<file path="config.mk">
export PLATFORM = sky130hd
export DESIGN_NAME = bbox_outline_writer
export DESIGN_NICKNAME = d
export VERILOG_FILES = /design/src/rtl/bbox_pkg.sv /design/src/rtl/bbox_rect_walker.sv /design/src/rtl/bbox_outline_writer.sv
export SDC_FILE = /design/constraint.sdc
export NUM_CORES = 1
export LEC_CHECK = 0
export ABC_AREA = 1
export BUFFER_PORTS_ARGS = -buffer_cell sky130_fd_sc_hd__clkbuf_2
export CAP_MARGIN = 20
export CORE_MARGIN = 2
export CORE_UTILIZATION = 32
export DETAILED_ROUTE_END_ITERATION = 6
export SLEW_MARGIN = 30
export SYNTH_ARGS = -nofsm -noshare
export SYNTH_HDL_FRONTEND = slang
export SYNTH_SLANG_ARGS = --single-unit
</file>
<file path="constraint.sdc">
create_clock -name clk -period 6 [get_ports clk]
set_clock_uncertainty 0.05 [all_clocks]
set_input_delay 0.9 -clock clk [delete_from_list [all_inputs] [get_ports clk]]
set_output_delay 0.9 -clock clk [all_outputs]
set_load 0.05 [all_outputs]
</file>
<file path="src/rtl/bbox_pkg.sv">
// rtl/bbox_pkg.sv - shared types and channel constants for the bounding-box finder/writer pair
package bbox_pkg;
  typedef logic [10:0] coord_t;
  typedef enum logic [1:0] {IDLE, WRITE, DONE} state_t;
  localparam logic [1:0] CH_R = 2'd0;
  localparam logic [1:0] CH_G = 2'd1;
  localparam logic [1:0] CH_B = 2'd2;
  localparam int CH_PER_PIX = 3;
endpackage

</file>
<file path="src/rtl/bbox_rect_walker.sv">
// rtl/bbox_rect_walker.sv - row-major (x,y,ch) sequencer over a rectangle outline or fill
module bbox_rect_walker
  import bbox_pkg::*;
(
  input  logic       clk,
  input  logic       rst_n,
  input  logic       load_i,
  input  logic       advance_i,
  input  logic       fill_i,
  input  coord_t     xmin_i,
  input  coord_t     xmax_i,
  input  coord_t     ymin_i,
  input  coord_t     ymax_i,
  output coord_t     x_o,
  output coord_t     y_o,
  output logic [1:0] ch_o,
  output logic       last_o
);
  coord_t     x_q, x_d, y_q, y_d;
  logic [1:0] ch_q, ch_d;
  logic       interior_row;

  assign interior_row = (y_q != ymin_i) && (y_q != ymax_i);
  assign last_o = (ch_q == CH_B) && (x_q == xmax_i) && (y_q == ymax_i);

  always_comb begin
    x_d  = x_q;
    y_d  = y_q;
    ch_d = ch_q;
    if (load_i) begin
      x_d  = xmin_i;
      y_d  = ymin_i;
      ch_d = CH_R;
    end else if (advance_i) begin
      if (ch_q != CH_B) begin
        ch_d = ch_q + 2'd1;
      end else begin
        ch_d = CH_R;
        if (x_q == xmax_i) begin
          x_d = xmin_i;
          y_d = y_q + 11'd1;
        end else if (interior_row && !fill_i) begin
          // Interior rows only own their two edge pixels; skip straight across.
          x_d = xmax_i;
        end else begin
          x_d = x_q + 11'd1;
        end
      end
    end
  end

  always_ff @(posedge clk or negedge rst_n) begin
    if (!rst_n) begin
      x_q  <= '0;
      y_q  <= '0;
      ch_q <= CH_R;
    end else begin
      x_q  <= x_d;
      y_q  <= y_d;
      ch_q <= ch_d;
    end
  end

  assign x_o  = x_q;
  assign y_o  = y_q;
  assign ch_o = ch_q;
endmodule

</file>
<file path="src/rtl/bbox_outline_writer.sv">
// rtl/bbox_outline_writer.sv - paints a clamped box outline into RGB memory, one byte per cycle
// Optional BBOX_FILL_EN adds a fill port that paints the whole rectangle.
module bbox_outline_writer
  import bbox_pkg::*;
#(
  parameter int          WIDTH     = 100,
  parameter int          HEIGHT    = 100,
  parameter logic [31:0] BASE_ADDR = 32'd0
) (
  input  logic        clk,
  input  logic        rst_n,
  input  logic        start,
  output logic        done,
  input  logic [10:0] xMin,
  input  logic [10:0] xMax,
  input  logic [10:0] yMin,
  input  logic [10:0] yMax,
  input  logic [23:0] colour,
`ifdef BBOX_FILL_EN
  input  logic        fill,
`endif
  output logic [31:0] addr,
  output logic [15:0] wrdata,
  output logic        wren
);
  localparam logic [31:0] ROW_BYTES = 32'(WIDTH * CH_PER_PIX);

  state_t      state_q, state_d;
  coord_t      xmin_q, xmax_q, ymin_q, ymax_q;
  logic [23:0] colour_q;
  logic        fill_q, fill_w;
  coord_t      xmax_c, ymax_c, xmin_w, xmax_w, ymin_w, ymax_w, x, y;
  logic [1:0]  ch;
  logic        load, last, empty;

  assign xmax_c = (xMax > coord_t'(WIDTH - 1))  ? coord_t'(WIDTH - 1)  : xMax;
  assign ymax_c = (yMax > coord_t'(HEIGHT - 1)) ? coord_t'(HEIGHT - 1) : yMax;
  assign empty  = (xMin > xmax_c) || (yMin > ymax_c);

  // The walker sees the incoming box on the load cycle, the latched box afterwards.
  assign xmin_w = load ? xMin   : xmin_q;
  assign xmax_w = load ? xmax_c : xmax_q;
  assign ymin_w = load ? yMin   : ymin_q;
  assign ymax_w = load ? ymax_c : ymax_q;

`ifdef BBOX_FILL_EN
  assign fill_w = fill_q;
`else
  assign fill_w = 1'b0;
`endif

  always_comb begin
    state_d = state_q;
    load    = 1'b0;
    case (state_q)
      IDLE, DONE: begin
        if (start) begin
          load    = 1'b1;
          state_d = empty ? DONE : WRITE;
        end
      end
      WRITE:   if (last) state_d = DONE;
      default: state_d = IDLE;
    endcase
  end

  always_ff @(posedge clk or negedge rst_n) begin
    if (!rst_n) begin
      state_q  <= IDLE;
      xmin_q   <= '0;
      xmax_q   <= '0;
      ymin_q   <= '0;
      ymax_q   <= '0;
      colour_q <= '0;
      fill_q   <= 1'b0;
    end else begin
      state_q <= state_d;
      if (load) begin
        xmin_q   <= xMin;
        xmax_q   <= xmax_c;
        ymin_q   <= yMin;
        ymax_q   <= ymax_c;
        colour_q <= colour;
`ifdef BBOX_FILL_EN
        fill_q   <= fill;
`else
        fill_q   <= 1'b0;
`endif
      end
    end
  end

  bbox_rect_walker u_walker (
    .clk       (clk),
    .rst_n     (rst_n),
    .load_i    (load),
    .advance_i (state_q == WRITE),
    .fill_i    (fill_w),
    .xmin_i    (xmin_w),
    .xmax_i    (xmax_w),
    .ymin_i    (ymin_w),
    .ymax_i    (ymax_w),
    .x_o       (x),
    .y_o       (y),
    .ch_o      (ch),
    .last_o    (last)
  );

  assign wren = (state_q == WRITE);
  assign done = (state_q == DONE);
  assign addr = BASE_ADDR + 32'(y) * ROW_BYTES + 32'(x) * 32'(CH_PER_PIX) + 32'(ch);

  always_comb begin
    wrdata = 16'h0000;
    case (ch)
      CH_R:    wrdata = {8'h00, colour_q[23:16]};
      CH_G:    wrdata = {8'h00, colour_q[15:8]};
      default: wrdata = {8'h00, colour_q[7:0]};
    endcase
  end
endmodule

</file>
==> results of run 1 <==
## sequential cells by signal, indices dropped and copies added, names as in the netlist
| name | cells |
|---|---|
| colour_q | 24 |
| state_q | 2 |
| u_walker.ch_o | 2 |
| u_walker.x_o | 11 |
| u_walker.y_o | 11 |
| xmax_q | 11 |
| xmin_q | 11 |
| ymax_q | 11 |
| ymin_q | 11 |
## placed cells by master (no fill, tap or decap), drive strengths merged, types with 3 or more instances in the layout
master,count
nand2,367
or2,9
conb,27
a21oi,46
nor4,3
nand4,16
inv,151
bufinv,3
xnor2,11
fa,24
nand3,97
buf,46
xor2,33
dfrtp,94
a21boi,10
nor3,4
ha,91
nor2,60
clkbuf,102
o21ai,55
nand3b,5
## Yosys cell counts (16+ instances only)
cell and n:
nand4_1 16, nand2_1 350, nand3_1 96, buf_4 22, xor2_1 33, a21oi_1 46
nor2_1 58, dfrtp_1 94, o21ai_0 49, inv_1 149, fa_1 24, ha_1 91
## layer usage
metal  routed length, um  track usage [%]  up-vias
met3                 980             2.35       22
met5                   0                0        -
li1                    -                -     3827
met2                9820             26.7      162
met4                 303             4.35        0
met1               10500             23.0     3496
## cell type report
class,count,area (sq um)
inverters,151,567
fillers,2719,15800
clock inverters,4,97.6
well taps,335,419
flip-flops and latches,94,2350
repair buffers,138,888
clock buffers,10,229
multi-input cells,871,5510
## worst max-delay path, cell delays in order (launching register included)
cell,delay [ns]
dfrtp_1,0.39
ha_1,0.30
ha_1,0.30
inv_2,0.06
fa_1,0.41
fa_1,0.50
inv_2,0.05
ha_4,0.28
nand2_4,0.06
o21ai_2,0.18
a21oi_2,0.07
buf_4,0.13
buf_4,0.12
buf_4,0.13
o21ai_2,0.11
xor2_1,0.17
ha_1,0.29
buf_6,0.14
a221oi_4,0.27
nand3_2,0.11
nand2_2,0.11
nor3_4,0.06
nand2_2,0.10
xor2_2,0.18
buf_12,0.16
## final timing paths
| path | startpoint | to | depth (start not counted) |
|---|---|---|---|
| hold / removal | xmin_q[4]$_DFF_PN0_ | xmin_q[4]$_DFF_PN0_ | 2 |
| setup reg to reg | state_q[0]$_DFFE_PN0P_ | u_walker.y_o[0]$_DFFE_PN0P_ | 15 |
| hold reg to reg | xmin_q[4]$_DFF_PN0_ | xmin_q[4]$_DFF_PN0_ | 2 |
| setup / recovery | u_walker.y_o[6]$_DFFE_PN0P_ | addr[17] | 24 |
| max in group asynchronous | rst_n | u_walker.y_o[5]$_DFFE_PN0P_ | 2 |
| min in group asynchronous | rst_n | colour_q[11]$_DFFE_PN0P_ | 1 |
## metrics by stage
step | setup slack (ns) | hold slack (ns) | cell area [sq um] | std cells | utilization, %
final | 0.0192 | 0.429 | 10100 | 1603 | 38.9
after detailed placement | -0.146 | 0.414 | 9340 | 1578 | 36.1
after CTS | -0.0253 | 0.430 | 9970 | 1603 | 38.6
after global routing | -0.214 | 0.445 | 10100 | 1603 | 38.9
after global placement | -0.0398 | 0.411 | 9340 | 1578 | 36.1
after floorplan | -0.113 | 0.395 | 8440 | 1161 | -
## cell families (layout without fill, tap and decap cells)
| group | after synthesis | count (layout) | share of synthesized area (%) |
|---|---|---|---|
| fa+ha+maj | 115 | 115 | 19.4 |
| buf+inv | 196 | 303 | 10.6 |
| flops | 94 | 94 | 28.2 |
| simple gates | 562 | 562 | 28.8 |
| compound gates | 123 | 123 | 8.16 |
| other cells | 2 | 27 | 0.0901 |
| xor+xnor | 44 | 44 | 4.62 |
## repair_timing
item                                    in CTS  in global routing
pin swaps                                   30                 10
endpoints found under the setup margin       9                  9
hold buffers                                 0                  0
setup buffers                               11                  0
gates resized for setup                     47                 26
hold endpoints to repair                     0                  0
==> metrics, run 1 <==
FFs w/ async S/R, synth=100%; Vias/cell=4.68; CP arrival=5.03 ns; CP Launch Type=register; Rel. slew slack=42.2%; max-slew violations=0; ranking of synthesized cells by area=dfrtp_1 (28%), nand2_1 (16%), ha_1 (14%); pin count of the biggest net entering global routing=78; Core Region=0.0258 sq mm; vias in the first global route=7297; die area=approximately 0.027 sq mm; EDFF count, synth=0; I/O pin count=approximately 120; Worst Path Required=around 5 ns; routed wire length=21.6 mm; row cnt=59; Setup crit end kind=output pin; wire per inst=13.5 um; synth warn=0; RePlAce Congestion=0.841; Nets=1451; Root Buffer=clkbuf_16; Hold WC Path Type=register to register; global-route wire length before repair=around 36 mm; CTS tree=yes; Clk pin slew, worst setup/hold paths=approximately 0.070 ns; Setup-failing EPs final=0; post-DP HPWL=16.8 mm; total of max-cap violations=0; Chip Width=165 um; Antenna Cells=0; fraction of layout cells with a size suffix above 1=18.4%; Final min period=~6.0 ns; GRT Overall Usage=around 16%; dominant synthesized flop cell=dfrtp_1; reg2reg setup slack=2.70 ns; Seq/Total Area, Yosys=between 20 and 30%; antenna-violating nets left=0; #FFs+latches synth=94; drt first pass iters=5; Area Overhead vs Synth=20.7%; H-tree depth=3; clock latency on the worst-skew pair=0.35 ns; Synth area leader=dfrtp_1; Syn Area/Cell=about 7.3 sq um; maximum clock rate=167 MHz; fin crit share=99.7%; clk sinks=94; initial antenna violation count=0; slew of the pin with the lowest slew margin=0.867 ns; largest buffer count on any clock path=2; post-synth top area share=28.2%; Synth Instances=between 1000 and 1500; RSZ-0062 raised after global routing=true; netlist area before placement=about 0.0083 sq mm; worst-path maximum fanout=4; Detailed Route Iter0 Violations=414; Initial Utilization=32.3%; DRC errors left=0; Synth cell types=42; cts bufs inserted=9; number of buffers added on ports=101; status=finished clean; Worst Path Class, Setup=register to output pin; die height=165 um; Final Hold Viols=0; Setup TNS Final=0 ns; global route overflow=0; DR vias=about 7500
Power of run 1 is not shown: default switching activity piles up to over one toggle a cycle in this logic, so the estimate is an artifact.
==> run 2, diff against run 1 <==
Settings changed: CORE_MARGIN 2 to default, SETUP_SLACK_MARGIN from default to 0.1.
==> run 2 against run 1 <==
Global-route usage grew 0.56 points. Sequential cell count is the same. Register-to-register slack lost 0.16 ns. First-iteration DRC count grew 3.1%. Die area shrank 2.4%. Highest routed layer unchanged. Critical path type unchanged.
==> metrics, run 2 (synthesized netlist as in run 1, its figures left out) <==
status=finished clean; antenna-violating nets left=0; post-route cell area=between 0.01 and 0.015 sq mm; Worst Path Class, Setup=register to output pin; vias in the first global route=7429; maximum clock rate=169 MHz; die height=163 um; commonest cells after routing, fill and taps aside=nand2_1 (340), inv_1 (145), nand3_1 (94), dfrtp_1 (93), clkbuf_2 (90); die area=around 0.027 sq mm; most common cell after layout, fill and taps aside=nand2_1; routed wire length=21.9 mm; CP Launch Type=register; placed instance area=~0.0093 sq mm; pin count of the biggest net entering global routing=68; wire per inst=13.6 um; FF/Latch Area=about 0.0024 sq mm; total of max-cap violations=0; Final Hold Viols=0; Largest Register=colour_q; Clk pin slew, worst setup/hold paths=0.06 ns; RePlAce Congestion=0.795; grt met3 use=2.51%; Antenna Cells=0; Detailed Route Iter0 Violations=roughly 430; Setup TNS Final=0 ns; GRT Overall Usage=17.0%; Chip Width=163 um; cts bufs inserted=9; RSZ-0062 raised after global routing=true; global route overflow=0; DRC errors left=0; Top Usage Layer GRT=met2; initial antenna violation count=1; fraction of layout cells with a size suffix above 1=19.8%; Rel. slew slack=around half; DR vias=roughly 7600; Setup-failing EPs final=0; Initial Utilization=about a third; Area Overhead vs Synth=22.7%; row cnt=58; CTS tree=yes; Setup crit end kind=output pin; I/O pin count=121; Multi-input gate area=0.00563 sq mm; Vias/cell=4.71; routing usage on met2=27.3%; Core Region=about 0.025 sq mm; largest buffer count on any clock path=2; global-route wire length before repair=between 30 and 40 mm; Root Buffer=clkbuf_16; clock latency on the worst-skew pair=~0.35 ns; post-DP HPWL=16.8 mm; Worst Path Required=5.05 ns; slew of the pin with the lowest slew margin=0.766 ns; number of buffers added on ports=101; Hold WC Path Type=primary input to async pin; worst-path maximum fanout=4; Nets=approximately 1500; max reg flops=24; max-slew violations=0; Filler cells=2588; fin crit share=98.6%; H-tree depth=3; Final min period=between 5 and 6 ns; met1 global-route usage=a little under a quarter; cts hold-fix bufs=0; CP arrival=4.97 ns; clk sinks=94; drt first pass iters=5
run 2: worst paths after layout:
path	from	endpoint	slack, ns	depth (start not counted)
min in group clk	colour_q[21]$_DFFE_PN0P_	colour_q[21]$_DFFE_PN0P_	0.43	2
worst min register to register	colour_q[21]$_DFFE_PN0P_	colour_q[21]$_DFFE_PN0P_	0.43	2
worst max register to register	state_q[0]$_DFFE_PN0P_	u_walker.x_o[9]$_DFFE_PN0P_	2.54	14
worst max-delay path	u_walker.y_o[6]$_DFFE_PN0P_	addr[17]	0.08	21
worst min-delay path	rst_n	colour_q[12]$_DFFE_PN0P_	0.42	1
max in group asynchronous	rst_n	u_walker.y_o[5]$_DFFE_PN0P_	4.50	2
run 2: final cells by class:
cell class / instances / share of cell area, %
multi-input combinational: 871 / 55.1
sequential: 94 / 23.0
timing repair buffer: 144 / 9.17
inverter: 151 / 5.54
tap: 330 / 4.04
clock buffer: 12 / 2.51
clock inverter: 3 / 0.660
run 2: timing repair:
action                     CTS  global route
gates resized for setup     40            56
pin swaps                   28            33
buffers inserted            12             4
setup endpoints to repair   10            12
run 2: stage by stage:
stage                     setup WS [ns]  hold WS [ns]  instances  util [%]
after floorplan                  -0.113         0.395       1161         -
after global placement          -0.0496         0.409       1574      36.8
after detailed placement         -0.114         0.416       1574      36.8
after CTS                       -0.0529         0.427       1601      39.1
after global routing            -0.0917         0.445       1605      40.3
final                            0.0844         0.418       1605      40.3
run 2: metal layers:
metal | vias to the layer above | wire length, um
li1 | 3852 | -
met1 | 3521 | 10500
met2 | 170 | 10100
met3 | 18 | 1070
met4 | 0 | 246
met5 | - | 0
run 2: critical path: stages, from the launching register on:
cell	delay [ns]
dfrtp_1	0.41
ha_4	0.25
ha_4	0.27
inv_2	0.03
fa_1	0.44
fa_1	0.50
inv_2	0.04
ha_4	0.23
a21oi_4	0.16
o21ai_4	0.08
a21oi_4	0.15
xnor2_2	0.13
fa_1	0.47
ha_4	0.27
a21o_1	0.18
a221oi_2	0.25
nand3_2	0.12
nand2_2	0.10
nor3_4	0.05
nand2_2	0.10
xor2_2	0.18
buf_12	0.16
Power of run 2 is left out for the same reason.
==> run 3, diff against run 2 <==
Settings changed: CORE_ASPECT_RATIO from default to 2.
==> run 3 against run 2 <==
Via count is 2.6% higher. The flow now finishes with violations (setup timing). Cell count is 0.50% higher. Highest routed layer unchanged. Utilization is 0.72 points lower. Critical path type unchanged.
==> metrics, run 3 (synthesized netlist as in run 1, its figures left out) <==
total of max-cap violations=0; fraction of layout cells with a size suffix above 1=18.8%; Initial Utilization=32.5%; Nets=1454; # placed instances=1583; CP arrival=5.17 ns; H-tree depth=3; initial antenna violation count=0; pin count of the biggest net entering global routing=78; global route overflow=0; slew of the pin with the lowest slew margin=around 0.85 ns; I/O pin count=~120; antenna-violating nets left=0; Chip Width=116 um; global-route wire length before repair=37.5 mm; clk sinks=94; Rel. slew slack=43.3%; Clk pin slew, worst setup/hold paths=approximately 0.070 ns; maximum clock rate=approximately 160 MHz; clock latency on the worst-skew pair=0.36 ns; max-slew violations=0; fin crit share=102%; Final Hold Viols=0; CTS tree=yes; cts bufs inserted=9; Antenna Cells=0; Setup-failing EPs final=3; violated checks=setup timing; commonest cells after routing, fill and taps aside=nand2_1 (341), inv_1 (147), nand3_1 (94), dfrtp_1 (94), clkbuf_2 (90); Filler cells=2669; worst-path maximum fanout=4; number of buffers added on ports=101; wire per inst=14.2 um; Final min period=6.12 ns; Setup crit end kind=output pin; Detailed Route Iter0 Violations=between 300 and 400; DRC errors left=0; post-DP HPWL=17.9 mm; Setup WS post-layout=-0.121 ns; final std cells w/o fill=about 1600; Setup TNS Final=-0.282 ns; DR vias=between 7000 and 8000; CP Launch Type=register; WHS=0.432 ns; row cnt=between 80 and 90; Worst Path Required=~5.1 ns; drt first pass iters=5; Largest Register=colour_q; vias in the first global route=7891; status=complete, but fails checks; die height=approximately 230 um; RePlAce Congestion=roughly 0.85; Vias/cell=4.81; most common cell after layout, fill and taps aside=nand2_1; largest buffer count on any clock path=2; RSZ-0062 raised after global routing=true; GRT Overall Usage=18.0%; Root Buffer=clkbuf_16; Core Region=0.0257 sq mm; cts hold-fix bufs=0; Worst Path Class, Setup=register to output pin; Area Overhead vs Synth=21.7%; die area=0.0267 sq mm; max reg flops=24; routed wire length=~23 mm; Hold WC Path Type=register to register
## run 3: changes by cell type in the layout (fill, tap and decap cells not counted), moves of 3 or more
cell     previous run  this run
ha_1               75        82
nand2_2            22        19
buf_4              45        41
ha_4               15         8
## run 3: path summary, 6_finish.rpt
| kind | startpoint | end | slack [ns] | cells after the start |
|---|---|---|---|---|
| worst max-delay path | u_walker.y_o[6]$_DFFE_PN0P_ | addr[17] | -0.12 | 22 |
| min in group asynchronous | rst_n | colour_q[3]$_DFFE_PN0P_ | 0.56 | 1 |
| max in group asynchronous | rst_n | xmin_q[5]$_DFF_PN0_ | 4.32 | 2 |
| worst min register to register | colour_q[22]$_DFFE_PN0P_ | colour_q[22]$_DFFE_PN0P_ | 0.43 | 2 |
| worst min-delay path | colour_q[22]$_DFFE_PN0P_ | colour_q[22]$_DFFE_PN0P_ | 0.43 | 2 |
| worst max register to register | state_q[0]$_DFFE_PN0P_ | u_walker.x_o[3]$_DFFE_PN0P_ | 2.70 | 14 |
## run 3: cell type report
type | instances | area (sq um) | area share (%)
Timing Repair Buffer | 141 | 923 | 9.10
Multi-Input combinational cell | 871 | 5540 | 54.6
Tap cell | 340 | 425 | 4.19
Sequential cell | 94 | 2350 | 23.2
Inverter | 151 | 567 | 5.59
Clock buffer | 11 | 253 | 2.49
Clock inverter | 5 | 81.3 | 0.802
## run 3: routing by layer
layer	part of all wire [%]	track usage [%]
met4	4.3	9.50
met5	0	0
met3	3.5	2.48
met2	55	34.3
met1	37	18.2
## run 3: stage by stage
step / setup WS [ns] / area [sq um] / utilization [%]
floorplan: -0.113 / 8450 / -
global placement: -0.0176 / 9350 / 36.5
detailed placement: -0.175 / 9350 / 36.5
CTS: -0.170 / 9950 / 38.8
global route: -0.375 / 10100 / 39.6
finish: -0.121 / 10100 / 39.6
## run 3: worst max-delay path, cell delays in order (launching register included)
cell      delay [ns]
dfrtp_1         0.39
ha_1            0.31
ha_1            0.29
inv_1           0.07
fa_1            0.42
fa_1            0.51
inv_2           0.05
ha_4            0.29
nand2_4         0.06
o21ai_2         0.15
a21oi_2         0.07
xnor2_2         0.14
fa_1            0.56
ha_4            0.22
a21o_1          0.18
a221oi_2        0.25
nand3_1         0.13
nand2_1         0.11
nor3_1          0.05
buf_4           0.17
nand2_4         0.06
xor2_2          0.18
buf_12          0.16
## run 3: what timing repair did
action	4_1_cts	5_1_grt
resized for setup	47	39
pin swaps	29	10
setup endpoints to repair	10	11
buffers inserted	9	8
Power of run 3 is left out for the same reason.
